<file path="config.mk">
export PLATFORM = sky130hd
export DESIGN_NAME = branch_resolver_flat
export DESIGN_NICKNAME = d
export VERILOG_FILES = /design/src/rtl/branch_resolver_pkg.sv /design/src/rtl/branch_resolver_if.sv /design/src/rtl/branch_resolver_cond_eval.sv /design/src/rtl/branch_resolver.sv /design/src/flat_wrapper.sv
export SDC_FILE = /design/constraint.sdc
export NUM_CORES = 1
export LEC_CHECK = 0
export ABC_AREA = 1
export BUFFER_PORTS_ARGS = -buffer_cell sky130_fd_sc_hd__buf_4
export CAP_MARGIN = 20
export CORE_MARGIN = 2
export CORE_UTILIZATION = 56
export CTS_CLUSTER_DIAMETER = 60
export DETAILED_ROUTE_END_ITERATION = 10
export GPL_ROUTABILITY_DRIVEN = 0
export PLACE_DENSITY_LB_ADDON = 0.1
export SLEW_MARGIN = 40
export SYNTH_ARGS = -nofsm -noshare
export SYNTH_HDL_FRONTEND = slang
export SYNTH_SLANG_ARGS = --single-unit
</file>
<file path="constraint.sdc">
create_clock -name clk -period 2.58 [get_ports clk]
set_input_delay 0.387 -clock clk [delete_from_list [all_inputs] [get_ports clk]]
set_output_delay 0.387 -clock clk [all_outputs]
set_load 0.005 [all_outputs]
</file>
<file path="src/rtl/branch_resolver_pkg.sv">
// Shared definitions for the branch resolver slice.
//   PC_W        : width of PC, branch target and redirect address
//   cond_e      : branch condition encodings carried on branchCond
//   state_e     : resolver FSM states
//   redirect_addr() : absolute / PC-relative redirect computation
package branch_resolver_pkg;

  localparam int PC_W = 16;

  typedef enum logic [2:0] {
    COND_JMP  = 3'b000,  // unconditional
    COND_JE   = 3'b001,  // zf
    COND_JNE  = 3'b010,  // ~zf
    COND_JB   = 3'b011,  // cf
    COND_JA   = 3'b100,  // ~zf & ~cf
    COND_JAE  = 3'b101,  // ~cf
    COND_JBE  = 3'b110,  // zf | cf
    COND_RSVD = 3'b111   // never taken
  } cond_e;

  typedef enum logic [1:0] {
    ST_IDLE    = 2'd0,
    ST_WAIT    = 2'd1,
    ST_RESOLVE = 2'd2
  } state_e;

  // Relative targets are offsets from the instruction after the branch;
  // the sum wraps silently at 2^PC_W.
  function automatic logic [PC_W-1:0] redirect_addr(input logic            rel,
                                                    input logic [PC_W-1:0] target,
                                                    input logic [PC_W-1:0] pc);
    return rel ? (pc + PC_W'(1) + target) : target;
  endfunction

endpackage

</file>
<file path="src/rtl/branch_resolver_if.sv">
// Bundle between decode/compare (master) and the branch resolver (slave).
//   compare side : compareSignal, flagValid, zf, cf
//   request side : branchReq, branchReady, branchCond, branchRel, target, pc
//   redirect     : resolveValid, taken, pcLoad, pcValue
interface branch_resolver_if
  import branch_resolver_pkg::*;
();

  logic            compareSignal;
  logic            flagValid;
  logic            zf;
  logic            cf;
  logic            branchReq;
  logic            branchReady;
  logic [2:0]      branchCond;
  logic            branchRel;
  logic [PC_W-1:0] target;
  logic [PC_W-1:0] pc;
  logic            resolveValid;
  logic            taken;
  logic            pcLoad;
  logic [PC_W-1:0] pcValue;

  // Driven by decode/compare and fetch-side observers.
  modport master (
    output compareSignal, flagValid, zf, cf,
    output branchReq, branchCond, branchRel, target, pc,
    input  branchReady, resolveValid, taken, pcLoad, pcValue
  );

  // The resolver itself.
  modport slave (
    input  compareSignal, flagValid, zf, cf,
    input  branchReq, branchCond, branchRel, target, pc,
    output branchReady, resolveValid, taken, pcLoad, pcValue
  );

endinterface

</file>
<file path="src/rtl/branch_resolver_cond_eval.sv">
// Combinational branch condition evaluator.
//   cond_i  : branch condition encoding (cond_e)
//   zf_i    : zero flag
//   cf_i    : carry / unsigned-below flag
//   taken_o : 1 when the condition holds
module branch_cond_eval
  import branch_resolver_pkg::*;
(
  input  logic [2:0] cond_i,
  input  logic       zf_i,
  input  logic       cf_i,
  output logic       taken_o
);

  always_comb begin
    // NOTE: a default assignment before the case keeps every path driven, so no latch is inferred.
    taken_o = 1'b0;
    case (cond_i)
      COND_JMP:  taken_o = 1'b1;
      COND_JE:   taken_o = zf_i;
      COND_JNE:  taken_o = ~zf_i;
      COND_JB:   taken_o = cf_i;
      COND_JA:   taken_o = ~zf_i & ~cf_i;
      COND_JAE:  taken_o = ~cf_i;
      COND_JBE:  taken_o = zf_i | cf_i;
      default:   taken_o = 1'b0;  // COND_RSVD
    endcase
  end

endmodule

</file>
<file path="src/rtl/branch_resolver.sv">
// Branch resolver: holds the comparator flags, resolves branch requests
// against them and issues a registered PC redirect to fetch.
//   clk  : clock, all state on rising edge
//   rst  : synchronous, active-high reset
//   br   : slave side of branch_resolver_if (compare flags, branch request,
//          registered resolveValid/taken/pcLoad/pcValue redirect)
module branch_resolver
  import branch_resolver_pkg::*;
(
  input  logic               clk,
  input  logic               rst,
  branch_resolver_if.slave   br
);

  state_e          state_q;
  logic [2:0]      cond_q;
  logic            zf_q;
  logic            cf_q;
  logic            cmp_pending_q;
  logic            ready_q;
  logic            resolve_valid_q;
  logic            taken_q;
  logic            pc_load_q;
  logic [PC_W-1:0] pc_value_q;

  logic       eval_zf;
  logic       eval_cf;
  logic [2:0] eval_cond;
  logic       eval_taken;
  logic       accept;
  logic       resolve_now;

  always_comb begin
    // Fresh flags arriving this cycle always win over the stored copy.
    eval_zf   = br.flagValid ? br.zf : zf_q;
    eval_cf   = br.flagValid ? br.cf : cf_q;
    // In IDLE the request is evaluated straight off the bus; in WAIT the
    // latched condition is re-evaluated once the flags land.
    eval_cond = (state_q == ST_IDLE) ? br.branchCond : cond_q;
    accept    = ready_q & br.branchReq;
    // Unconditional/reserved branches never depend on flags, so they never stall.
    resolve_now = (br.branchCond == COND_JMP) || (br.branchCond == COND_RSVD) ||
                  !cmp_pending_q || br.flagValid;
  end

  branch_cond_eval u_cond_eval (
    .cond_i  (eval_cond),
    .zf_i    (eval_zf),
    .cf_i    (eval_cf),
    .taken_o (eval_taken)
  );

  // NOTE: all state updates use non-blocking assignments, and the synchronous reset is the first branch of the clocked block.
  always_ff @(posedge clk) begin
    if (rst) begin
      state_q         <= ST_IDLE;
      cond_q          <= 3'b000;
      zf_q            <= 1'b0;
      cf_q            <= 1'b0;
      cmp_pending_q   <= 1'b0;
      ready_q         <= 1'b1;  // mirrors IDLE, so a request can be taken right after reset
      resolve_valid_q <= 1'b0;
      taken_q         <= 1'b0;
      pc_load_q       <= 1'b0;
      pc_value_q      <= '0;
    end else begin
      if (br.flagValid) begin
        zf_q <= br.zf;
        cf_q <= br.cf;
      end

      // A compare issued in the same cycle as a flag return is a new
      // outstanding compare, so set wins over clear.
      if (br.compareSignal) begin
        cmp_pending_q <= 1'b1;
      end else if (br.flagValid) begin
        cmp_pending_q <= 1'b0;
      end

      // Redirect strobes are single-cycle pulses unless set below.
      resolve_valid_q <= 1'b0;
      taken_q         <= 1'b0;
      pc_load_q       <= 1'b0;

      case (state_q)
        ST_IDLE: begin
          if (accept) begin
            cond_q     <= br.branchCond;
            pc_value_q <= redirect_addr(br.branchRel, br.target, br.pc);
            ready_q    <= 1'b0;
            if (resolve_now) begin
              state_q         <= ST_RESOLVE;
              resolve_valid_q <= 1'b1;
              taken_q         <= eval_taken;
              pc_load_q       <= eval_taken;
            end else begin
              state_q <= ST_WAIT;
            end
          end
        end

        ST_WAIT: begin
          if (br.flagValid) begin
            state_q         <= ST_RESOLVE;
            resolve_valid_q <= 1'b1;
            taken_q         <= eval_taken;
            pc_load_q       <= eval_taken;
          end
        end

        ST_RESOLVE: begin
          state_q <= ST_IDLE;
          ready_q <= 1'b1;
        end

        default: begin
          state_q <= ST_IDLE;
          ready_q <= 1'b1;
        end
      endcase
    end
  end

  assign br.branchReady  = ready_q;
  assign br.resolveValid = resolve_valid_q;
  assign br.taken        = taken_q;
  assign br.pcLoad       = pc_load_q;
  assign br.pcValue      = pc_value_q;

endmodule

</file>
<file path="src/flat_wrapper.sv">
// flat-port wrapper written by rule: the top's interface ports become plain ports
module branch_resolver_flat import branch_resolver_pkg::*;
  (clk, rst, br_compareSignal, br_flagValid, br_zf, br_cf, br_branchReq, br_branchCond, br_branchRel, br_target, br_pc, br_branchReady, br_resolveValid, br_taken, br_pcLoad, br_pcValue);
  branch_resolver_if br_i ();
  input  logic clk;
  input  logic rst;
  input wire logic [$bits(br_i.compareSignal)-1:0] br_compareSignal;
  input wire logic [$bits(br_i.flagValid)-1:0] br_flagValid;
  input wire logic [$bits(br_i.zf)-1:0] br_zf;
  input wire logic [$bits(br_i.cf)-1:0] br_cf;
  input wire logic [$bits(br_i.branchReq)-1:0] br_branchReq;
  input wire logic [$bits(br_i.branchCond)-1:0] br_branchCond;
  input wire logic [$bits(br_i.branchRel)-1:0] br_branchRel;
  input wire logic [$bits(br_i.target)-1:0] br_target;
  input wire logic [$bits(br_i.pc)-1:0] br_pc;
  output wire logic [$bits(br_i.branchReady)-1:0] br_branchReady;
  output wire logic [$bits(br_i.resolveValid)-1:0] br_resolveValid;
  output wire logic [$bits(br_i.taken)-1:0] br_taken;
  output wire logic [$bits(br_i.pcLoad)-1:0] br_pcLoad;
  output wire logic [$bits(br_i.pcValue)-1:0] br_pcValue;
  assign br_i.compareSignal = br_compareSignal;
  assign br_i.flagValid = br_flagValid;
  assign br_i.zf = br_zf;
  assign br_i.cf = br_cf;
  assign br_i.branchReq = br_branchReq;
  assign br_i.branchCond = br_branchCond;
  assign br_i.branchRel = br_branchRel;
  assign br_i.target = br_target;
  assign br_i.pc = br_pc;
  assign br_branchReady = br_i.branchReady;
  assign br_resolveValid = br_i.resolveValid;
  assign br_taken = br_i.taken;
  assign br_pcLoad = br_i.pcLoad;
  assign br_pcValue = br_i.pcValue;
  branch_resolver u_core (.clk(clk), .rst(rst), .br(br_i));
endmodule
</file>
==> results of run 1 <==
==> cell usage in the layout (no fill, tap or decap), types with 2 or more instances in the layout <==
cell type	instances
o21ai_2	4
nand3_1	27
nand2_2	4
inv_1	50
nor2_1	29
ha_1	15
o21ai_0	15
nor3_1	2
o21ai_1	3
o31ai_1	2
buf_4	62
clkbuf_8	3
nand2_1	105
a21oi_1	31
a21oi_2	2
or2_1	3
inv_2	3
dfxtp_1	27
xor2_1	4
==> routing by layer <==
metal	up-vias	wire length, um	GRT usage, %
met5	-	0	0
met4	0	99	8.59
met3	10	307	3.94
met2	70	2500	45.3
met1	1011	2360	32.6
li1	1218	-	-
==> synthesized netlist by cell type <==
library cell	count	area [um^2]
mux2i_1	1	10.0
xor2_1	4	35.0
nor3_1	2	10.0
clkinv_1	1	3.75
nand3_1	27	135
a31oi_1	1	6.26
nor3_2	1	10.0
buf_4	2	15.0
inv_2	3	11.3
o31ai_1	2	15.0
o21ai_0	15	75.1
fa_1	1	20.0
nor2_1	29	109
a21oi_1	31	155
nand4_1	1	6.26
ha_1	15	188
o21ai_2	4	35.0
a22o_2	1	10.0
nor2_4	1	11.3
nor2_2	1	6.26
nand2_2	4	25.0
a211oi_1	1	7.51
o21ai_1	3	15.0
buf_6	1	11.3
a21oi_2	2	17.5
clkbuf_1	5	18.8
nand2_1	105	394
inv_1	50	188
nand3_4	1	17.5
xnor2_1	1	8.76
dfxtp_1	27	541
buf_2	1	5.00
or2_1	3	18.8
==> power by group through the flow <==
| stage | logic (W) | registers, W | clock network (W) |
|---|---|---|---|
| finish | 0.000468 | 0.000482 | 0.000251 |
| detailed placement | 0.000465 | 0.000492 | 0 |
| CTS | 0.000468 | 0.000482 | 0.000256 |
| global route | 0.000533 | 0.000488 | 0.000269 |
| floorplan | 0.000296 | 0.000492 | 0 |
| global placement | 0.000456 | 0.000491 | 0 |
==> metrics by stage <==
stage	util [%]	setup slack, ns	cells	power (W)
floorplan	-	0.847	347	0.000788
CTS	72.6	0.857	452	0.00121
global route	72.6	0.642	452	0.00129
global placement	71.3	0.633	448	0.000948
finish	72.6	0.853	452	0.00120
detailed placement	71.3	0.614	448	0.000957
==> critical path, stage by stage, from the launching register on <==
cell and delay [ns]:
dfxtp_1 0.36, nor2_4 0.22, nand3_4 0.31, inv_2 0.28, o21ai_1 0.10, nand2_1 0.06
nand2_1 0.08, clkinv_1 0.08, o21ai_1 0.08, a21oi_2 0.09
==> logic make-up after synthesis <==
family,Yosys count,share of synthesized area [%]
buf+inv,63,11.8
fa+ha+maj,16,9.73
mux,1,0.469
compound gates,60,15.8
xor+xnor,5,2.05
simple gates,175,34.8
flops,27,25.3
==> layout make-up <==
cell class,instances,area [um^2]
multi-input cells,257,1340
fillers,343,1000
flip-flops and latches,27,541
repair buffers,62,465
inverters,54,203
well taps,48,60.1
clock buffers,3,41.3
clock inverters,1,7.51
==> worst max path at each step <==
stage / slack, ns / to / startpoint / cells past startpoint
after global routing: 0.64 / u_core.br.taken / u_core.state_q[0] / 9
after global placement: 0.63 / u_core.br.pcValue[8] / br_pc[0] / 11
after floorplan: 0.85 / u_core.br.pcValue[14] / br_pc[0] / 14
final: 0.85 / u_core.br.taken / u_core.state_q[1] / 9
after detailed placement: 0.61 / u_core.br.pcValue[8] / br_pc[0] / 11
after CTS: 0.86 / u_core.br.taken / u_core.state_q[0] / 9
==> flip-flops by register name, summed over array words and instances (netlist names) <==
signal / flops
u_core.br.resolveValid: 1
u_core.cond_q: 3
u_core.zf_q: 1
u_core.br.pcValue: 16
u_core.cmp_pending_q: 1
u_core.br.taken: 1
u_core.cf_q: 1
u_core.state_q: 2
u_core.br.branchReady: 1
==> flow_summary.yaml, run 1 <==
timing:
  max_slew_margin_pct: 70.6
  skew_ns: 0.00749
  tns_ns: 0
  hold_violations: 0
  fin_crit_ns: 1.73
  post-route-period-util_pct: 66.9
  finalSetupViolCount: 0
  fin_hold_ws_ns: 0.311
  max_freq_mhz: 579
  rsz0062_at_grt: "false"
  worstMarginPinSlew_ns: 0.441
  slew_violations: 0
critical_path:
  ff2ff_path_depth: 9
  cp.arrival_ns: 1.94
  crit_type: "reg -> reg"
  r2r-end: "u_core.br.taken"
  start_kind: "register"
  cp_max_fo: 25
  reg2reg_slack_ns: 0.85
  r2r-start: "u_core.state_q[1]"
  end_kind: "register"
  worstPathRequired_ns: 2.80
power:
  intPower_w: 0.000773
  swShare_pct: 35.6
  p_seq_share_pct: 40.2
  p_comb_share_pct: 39.0
  p_sw_w: 0.000428
  p_leak_nw: 1.46
  vdd_drop_max_uv: 303
  powerDensity_nw_per_um2: 452
  p_clk_share_pct: 20.9
cts:
  holdBufCountCts: 0
  clock-sinks: 27
  cts_buffers: 3
  postCtsSetupBuffers: 0
  tritoncts: "yes"
  path_clk_slew_ns: 0.10
  cts_root_buf: "clkbuf_8"
  htree_levels: 1
  insertion_delay_ns: 0.28
  clock_path_buffers: 2
  post_cts_resized: 0
yosys:
  ys_seq_area_share_pct: 25.3
  netlist_area_um2: 2130
  synth_nets: 406
  postSynthAreaPerCell_um2: 6.15
  ys_seq_elements: 27
  ys_warn_count: 0
  synthCells: 347
  synth_cell_type_count: 33
floorplanning:
  start_util_pct: 58.3
  coreArea_um2: 3660
  die_x_um: 65.7
  die_h_um: 65.7
  dieArea_um2: 4320
  rows: 22
  ios: 63
min_path:
  min-delay-start: "br_compareSignal"
  hp-class: "in -> reg"
  hold_end: "u_core.cmp_pending_q"
  hold_depth: 3
route:
  drt_iter0_drc: 137
  routedWlPerCell_um: 11.6
  drc: 0
  via_per_inst: 5.11
  vias: 2309
  postRouteAntennaNets: 0
  wl_um: 5260
  dr.pass1.iters: 4
cells_and_area:
  final_area_um2: 2660
  nets: 464
  diodes: 0
  drive_gt1_share_pct: 20.8
  area_growth_pct: 24.6
placement:
  dpl.hpwl_um: 4180
  port_buffers: 62
  placed_area_um2: 2610
global_routing:
  grt_overflow: 0
  grt_pass1_wl_um: 8890
  grt_usage_pct: 26.0
  grt_max_degree: 26
  grt_pass1_vias: 2109
  antenna_found_initial: 0
run:
  maxCapViolCount: 0
status:
  status: "finished clean"
Note: power is estimated with default switching activity, not from simulation.
==> run 2, diff against run 1 <==
- ABC_AREA: 1 -> 0
- CORE_UTILIZATION: 56 -> 46
- clock period: 2.58 -> 1.5 ns (I/O delays scaled with it)
==> run 2 against run 1 <==
Against the previous run:
- the run now ends with negative setup slack left
- combinational power grew 120%
- via count fell by 8.4%
- flip-flop and latch count stayed put
- die area rose by 9.9%
- routed wire length is 3.8% higher
- global-route usage is 1.5 points lower
- non-clock buffer count is 48 higher
- critical path depth rose by 3
- hold slack worse by 0.17 ns
- worst setup slack got worse by 1.2 ns
- clock power grew 82%
- register-to-register slack got worse by 0.81 ns
- critical path type is now in -> reg
- critical endpoint is now u_core.br.pcValue[14]
==> flow_summary.yaml, run 2 <==
status:
  status: "finished, violations left"
  violations: "negative setup slack"
route:
  drc: 0
  drt_iter0_drc: 131
  wl_um: 5470
  routedWlPerCell_um: 13.9
  postRouteAntennaNets: 0
  via_per_inst: 5.38
  vias: 2114
  dr.pass1.iters: 4
power:
  p_leak_nw: 1.38
  vdd_drop_max_uv: 452
  powerDensity_nw_per_um2: 760
  power.total_w: 0.00228
yosys:
  ys_warn_count: 0
  yosys.area_share.adder_pct: 10.7
  synth_compound_area_share_pct: 24.5
  synth_top_family_by_area: "compound AO/OA/AOI/OAI gates"
  synth_cell_type_count: 48
  synthTopCellsByArea: "dfxtp_1, ha_1, mux2i_1"
  synthSimpleGateAreaFrac_pct: 19.7
  synthCells: 242
  synth_area_leader_cell: "dfxtp_1"
  ys_seq_area_share_pct: 27.9
  async_reset_ff_share_pct: 0
  synth_ff_type: "dfxtp_1"
  synth-edff-count: 0
  yosysMostFrequentCell: "dfxtp_1"
  postSynthAreaPerCell_um2: 8.01
  synth_top_area_share_pct: 27.9
  yosys.area_share.xor_xnor_pct: 5.42
  netlist_area_um2: 1940
  synth_nets: 301
  muxShareOfSynthArea_pct: 6.71
  synth_commonest_cells: "dfxtp_1, a21oi_1, nand2_1, nor2_1, ha_1"
  ys_seq_elements: 27
critical_path:
  worstPathRequired_ns: 1.67
  critPathBufInv: 3
  cp_cell_sequence: "buf_12, inv_12, ha_4, inv_2, fa_2, a21oi_4, o211ai_1, a31oi_2, nand3_1, and3b_1, o31ai_2, a21oi_1"
  start_kind: "input pin"
  critPathSlowestCell: "fa_2"
  cp.arrival_ns: 2.03
  end_kind: "register"
  cp_max_fo: 2
  max_stage_delay_ns: 0.36
  critPathTopFamily: "compound AO/OA/AOI/OAI gates"
  crit_type: "in -> reg"
timing:
  worstMarginPinSlew_ns: 0.358
  slew_violations: 0
  skew_ns: 0.00513
  max_slew_margin_pct: 75.4
  max_freq_mhz: 536
  finalSetupViolCount: 11
  post-route-period-util_pct: 124
  fin_crit_ns: 1.87
  hold_violations: 0
  fin_hold_ws_ns: 0.146
  rsz0062_at_grt: "true"
  fin_ws_ns: -0.366
cells_and_area:
  drive_gt1_share_pct: 43.1
  final_area_um2: 3000
  fin_util_pct: 74.6
  diodes: 0
  layout_common_cells: "buf_4, dfxtp_1, a21oi_1, nand2_1, nor2_1"
  area_growth_pct: 54.9
  ff_latch_area_um2: 541
  finalNonFillerCells: 393
  mostFrequentLayoutCell: "buf_4"
  largest_reg_flops: 16
  multi_input_area_um2: 1450
  fill_cells: 341
  nets: 403
cts:
  htree_levels: 1
  insertion_delay_ns: 0.28
  holdBufCountCts: 0
  path_clk_slew_ns: 0.11
  cts_root_buf: "clkbuf_8"
  tritoncts: "yes"
  clock-sinks: 27
  cts_buffers: 3
  clock_path_buffers: 2
floorplanning:
  die_h_um: 68.9
  start_util_pct: 48.1
  dieArea_um2: 4750
  ios: 63
  die_x_um: 68.9
  coreArea_um2: 4030
  rows: 23
global_routing:
  grt_usage_pct: 24.5
  grt_pass1_wl_um: 8830
  antenna_found_initial: 0
  grt_max_degree: 29
  grt_overflow: 0
  grt_pass1_vias: 1962
placement:
  placed_area_um2: 2830
  dpl.hpwl_um: 4300
  port_buffers: 62
  dp.cells: 386
run:
  maxCapViolCount: 0
min_path:
  hp-class: "in -> reg"
## run 2: changes by cell type after synthesis, sizes merged, moves of 4 or more
cell,previous run,this run
nand2,109,22
a211oi,1,13
clkbuf,5,11
o21bai,0,4
or3,0,4
a21oi,33,25
xnor2,1,9
o21ai,22,12
nor2,31,21
mux2i,1,13
inv,53,11
nand3,28,8
## run 2: layer usage
| layer | track usage [%] | vias up | share of wire (%) |
|---|---|---|---|
| met3 | 1.79 | 8 | 5.0 |
| li1 | - | 1079 | - |
| met5 | 0 | - | 0 |
| met4 | 7.35 | 0 | 1.6 |
| met2 | 43.5 | 64 | 49 |
| met1 | 31.6 | 963 | 44 |
## run 2: power by group
group / switching (W) / internal, W / total [W]
clock network: 0.000261 / 0.000196 / 0.000456
registers: 0.0000359 / 0.000784 / 0.000820
logic: 0.000467 / 0.000539 / 0.00101
total: 0.000764 / 0.00152 / 0.00228
## run 2: kinds of logic (layout without fill, tap and decap cells)
logic type,after synthesis,in the layout
xor gates and xnor gates,12,12
muxes,13,13
AOI/OAI and AO/OA,73,73
buffers and inverters,24,125
adders and majority gates,16,16
and+or+nand+nor,77,77
DFF,27,27
## run 2: what timing repair did
| item | CTS | global route |
|---|---|---|
| endpoints found under the setup margin | 12 | 12 |
| gates resized for setup | 13 | 8 |
| pin swaps | 11 | 3 |
| gates cloned | 0 | 0 |
| setup buffers | 3 | 2 |
## run 2: layout make-up
cell class | instances | area share [%]
clock inverters | 1 | 0.292
repair buffers | 110 | 28.0
well taps | 50 | 2.08
flip-flops and latches | 27 | 18.0
multi-input cells | 191 | 48.3
inverters | 11 | 1.96
clock buffers | 3 | 1.37
## run 2: stage by stage
stage,TNS (ns),setup WS (ns)
after floorplan,-2.33,-0.398
after global placement,-5.79,-0.637
after detailed placement,-6.27,-0.701
after CTS,-2.30,-0.386
after global routing,-3.75,-0.464
final,-2.45,-0.366
## run 2: tightest hold or removal path: stages
cell and delay [ns]:
buf_4 0.08, a21oi_1 0.03, nor2_1 0.07
## run 2: worst paths after layout
check	cells past startpoint	end	start	slack [ns]
max	12	u_core.br.pcValue[14]	br_target[0]	-0.37
min	3	u_core.cmp_pending_q	br_compareSignal	0.15
max reg2reg	6	u_core.br.taken	u_core.state_q[0]	0.04
min reg2reg	2	u_core.br.pcValue[0]	u_core.br.pcValue[0]	0.46
==> run 3, diff against run 2 <==
- CELL_PAD_IN_SITES_DETAIL_PLACEMENT: unset -> 0
- CELL_PAD_IN_SITES_GLOBAL_PLACEMENT: unset -> 1
- CORE_UTILIZATION: 46 -> 33
==> run 3 against run 2 <==
Against the previous run:
- the run still ends with negative setup slack left
- critical path depth did not move
- non-clock buffer count rose by 6
- total power rose by 2.8%
- routed wire length rose by 5.1%
- largest cell class unchanged
- flip-flop and latch count did not move
- sequential share of layout area fell by 0.91 points
- first-iteration DRC count fell by 61%
- utilization fell by 18 points
- die area rose by 37%
==> flow_summary.yaml, run 3 (same netlist as run 2, synthesis figures left out) <==
floorplanning:
  dieArea_um2: 6510
  die_h_um: 80.7
  coreArea_um2: 5610
  start_util_pct: 34.6
  die_x_um: 80.7
  ios: 63
  rows: 27
critical_path:
  critPathSlowestCell: "fa_2"
  crit_type: "in -> reg"
  worstPathRequired_ns: 1.70
  cp.arrival_ns: 2.00
  max_stage_delay_ns: 0.35
  start_kind: "input pin"
  cp_max_fo: 2
  cp_cell_sequence: "buf_12, inv_12, ha_4, inv_2, fa_2, a21oi_2, o211ai_1, and2_1, o22ai_2, xnor2_1, mux2i_1, a211oi_1"
  end_kind: "register"
timing:
  slew_violations: 0
  max_freq_mhz: 557
  skew_ns: 0.00327
  finalSetupViolCount: 9
  hold_violations: 0
  rsz0062_at_grt: "true"
  worstMarginPinSlew_ns: 0.365
  fin_crit_ns: 1.80
  max_slew_margin_pct: 75.0
  post-route-period-util_pct: 120
  fin_ws_ns: -0.297
  tns_ns: -1.86
run:
  maxCapViolCount: 0
cts:
  cts_root_buf: "clkbuf_8"
  tritoncts: "yes"
  clock-sinks: 27
  htree_levels: 1
  clock_path_buffers: 2
  cts_buffers: 3
  insertion_delay_ns: 0.28
  path_clk_slew_ns: 0.11
cells_and_area:
  largest_reg_flops: 16
  drive_gt1_share_pct: 45.8
  area_growth_pct: 63.2
  diodes: 0
  layout_common_cells: "buf_4, dfxtp_1, nand2_1, a21oi_1, nor2_1"
  fill_cells: 521
  nets: 409
  mostFrequentLayoutCell: "buf_4"
global_routing:
  antenna_found_initial: 0
  grt_usage_pct: 17.9
  grt_pass1_wl_um: 9270
  grt_overflow: 0
  grt_pass1_vias: 2016
  grt_max_degree: 29
route:
  drt_iter0_drc: 51
  dr.pass1.iters: 4
  drc: 0
  via_per_inst: 5.05
  routedWlPerCell_um: 13.6
  vias: 2126
  wl_um: 5740
  postRouteAntennaNets: 0
power:
  powerDensity_nw_per_um2: 742
  p_seq_share_pct: 35.0
  p_leak_nw: 1.43
  swShare_pct: 33.8
  p_clk_share_pct: 20.0
  p_comb_share_pct: 45.0
  p_sw_w: 0.000793
  vdd_drop_max_uv: 437
  intPower_w: 0.00155
min_path:
  hp-class: "in -> reg"
status:
  status: "finished, violations left"
  violations: "negative setup slack"
placement:
  pre_cts_ws_ns: -0.699
  port_buffers: 62
  dpl.hpwl_um: 4460
-- run 3: power groups by stage --
stage / registers, W / logic (W) / clock network [W]
2_1_floorplan: 0.000839 / 0.000519 / 0
3_3_place_gp: 0.000837 / 0.000943 / 0
3_5_place_dp: 0.000838 / 0.000948 / 0
4_1_cts: 0.000823 / 0.000974 / 0.000497
5_1_grt: 0.000831 / 0.00116 / 0.000523
6_report: 0.000822 / 0.00106 / 0.000469
-- run 3: repair_timing --
| action | 4_1_cts | 5_1_grt |
|---|---|---|
| gates cloned | 0 | 0 |
| setup endpoints to repair | 12 | 13 |
| pin swaps | 11 | 30 |
| buffers inserted | 3 | 3 |
| gates resized for setup | 7 | 26 |
| hold buffers | 0 | 0 |
-- run 3: final cells by class --
cell class | instances | area (um^2) | share of cell area, %
Tap cell | 72 | 90.1 | 2.85
Clock inverter | 1 | 8.76 | 0.277
Inverter | 11 | 58.8 | 1.86
Clock buffer | 3 | 41.3 | 1.30
Sequential cell | 27 | 541 | 17.1
Timing Repair Buffer | 116 | 906 | 28.6
Multi-Input combinational cell | 191 | 1520 | 48.0
-- run 3: final timing paths --
path / startpoint / slack [ns] / cells after the start / endpoint
setup / recovery: br_target[0] / -0.30 / 12 / u_core.br.pcValue[8]
hold / removal: br_compareSignal / 0.14 / 3 / u_core.cmp_pending_q
setup reg to reg: u_core.state_q[0] / 0.02 / 7 / u_core.br.taken
hold reg to reg: u_core.br.pcValue[0] / 0.46 / 2 / u_core.br.pcValue[0]
-- run 3: critical path, delay by kind of cell --
| kind | cells | cell delay, ns |
|---|---|---|
| compound gates | 4 | 0.66 |
| fa+ha+maj | 2 | 0.48 |
| buf+inv | 3 | 0.19 |
| simple gates | 1 | 0.19 |
| xor+xnor | 1 | 0.14 |
| mux | 1 | 0.10 |
-- run 3: metrics by stage --
step	hold WS, ns	total power (W)	std cells	util [%]	cell area [um^2]
2_1_floorplan	0.342	0.00136	242	-	2040
3_3_place_gp	0.437	0.00178	412	51.5	2890
3_5_place_dp	0.444	0.00179	412	51.5	2890
4_1_cts	0.135	0.00229	418	53.3	2990
5_1_grt	0.172	0.00252	421	56.4	3160
6_report	0.143	0.00235	421	56.4	3160
-- run 3: metal layers --
| metal | routed length, um | vias up | GRT usage (%) |
|---|---|---|---|
| met2 | 2790 | 40 | 30.9 |
| met5 | 0 | - | 0 |
| met4 | 34 | 0 | 4.07 |
| met1 | 2710 | 989 | 24.1 |
| met3 | 205 | 2 | 1.57 |
| li1 | - | 1095 | - |
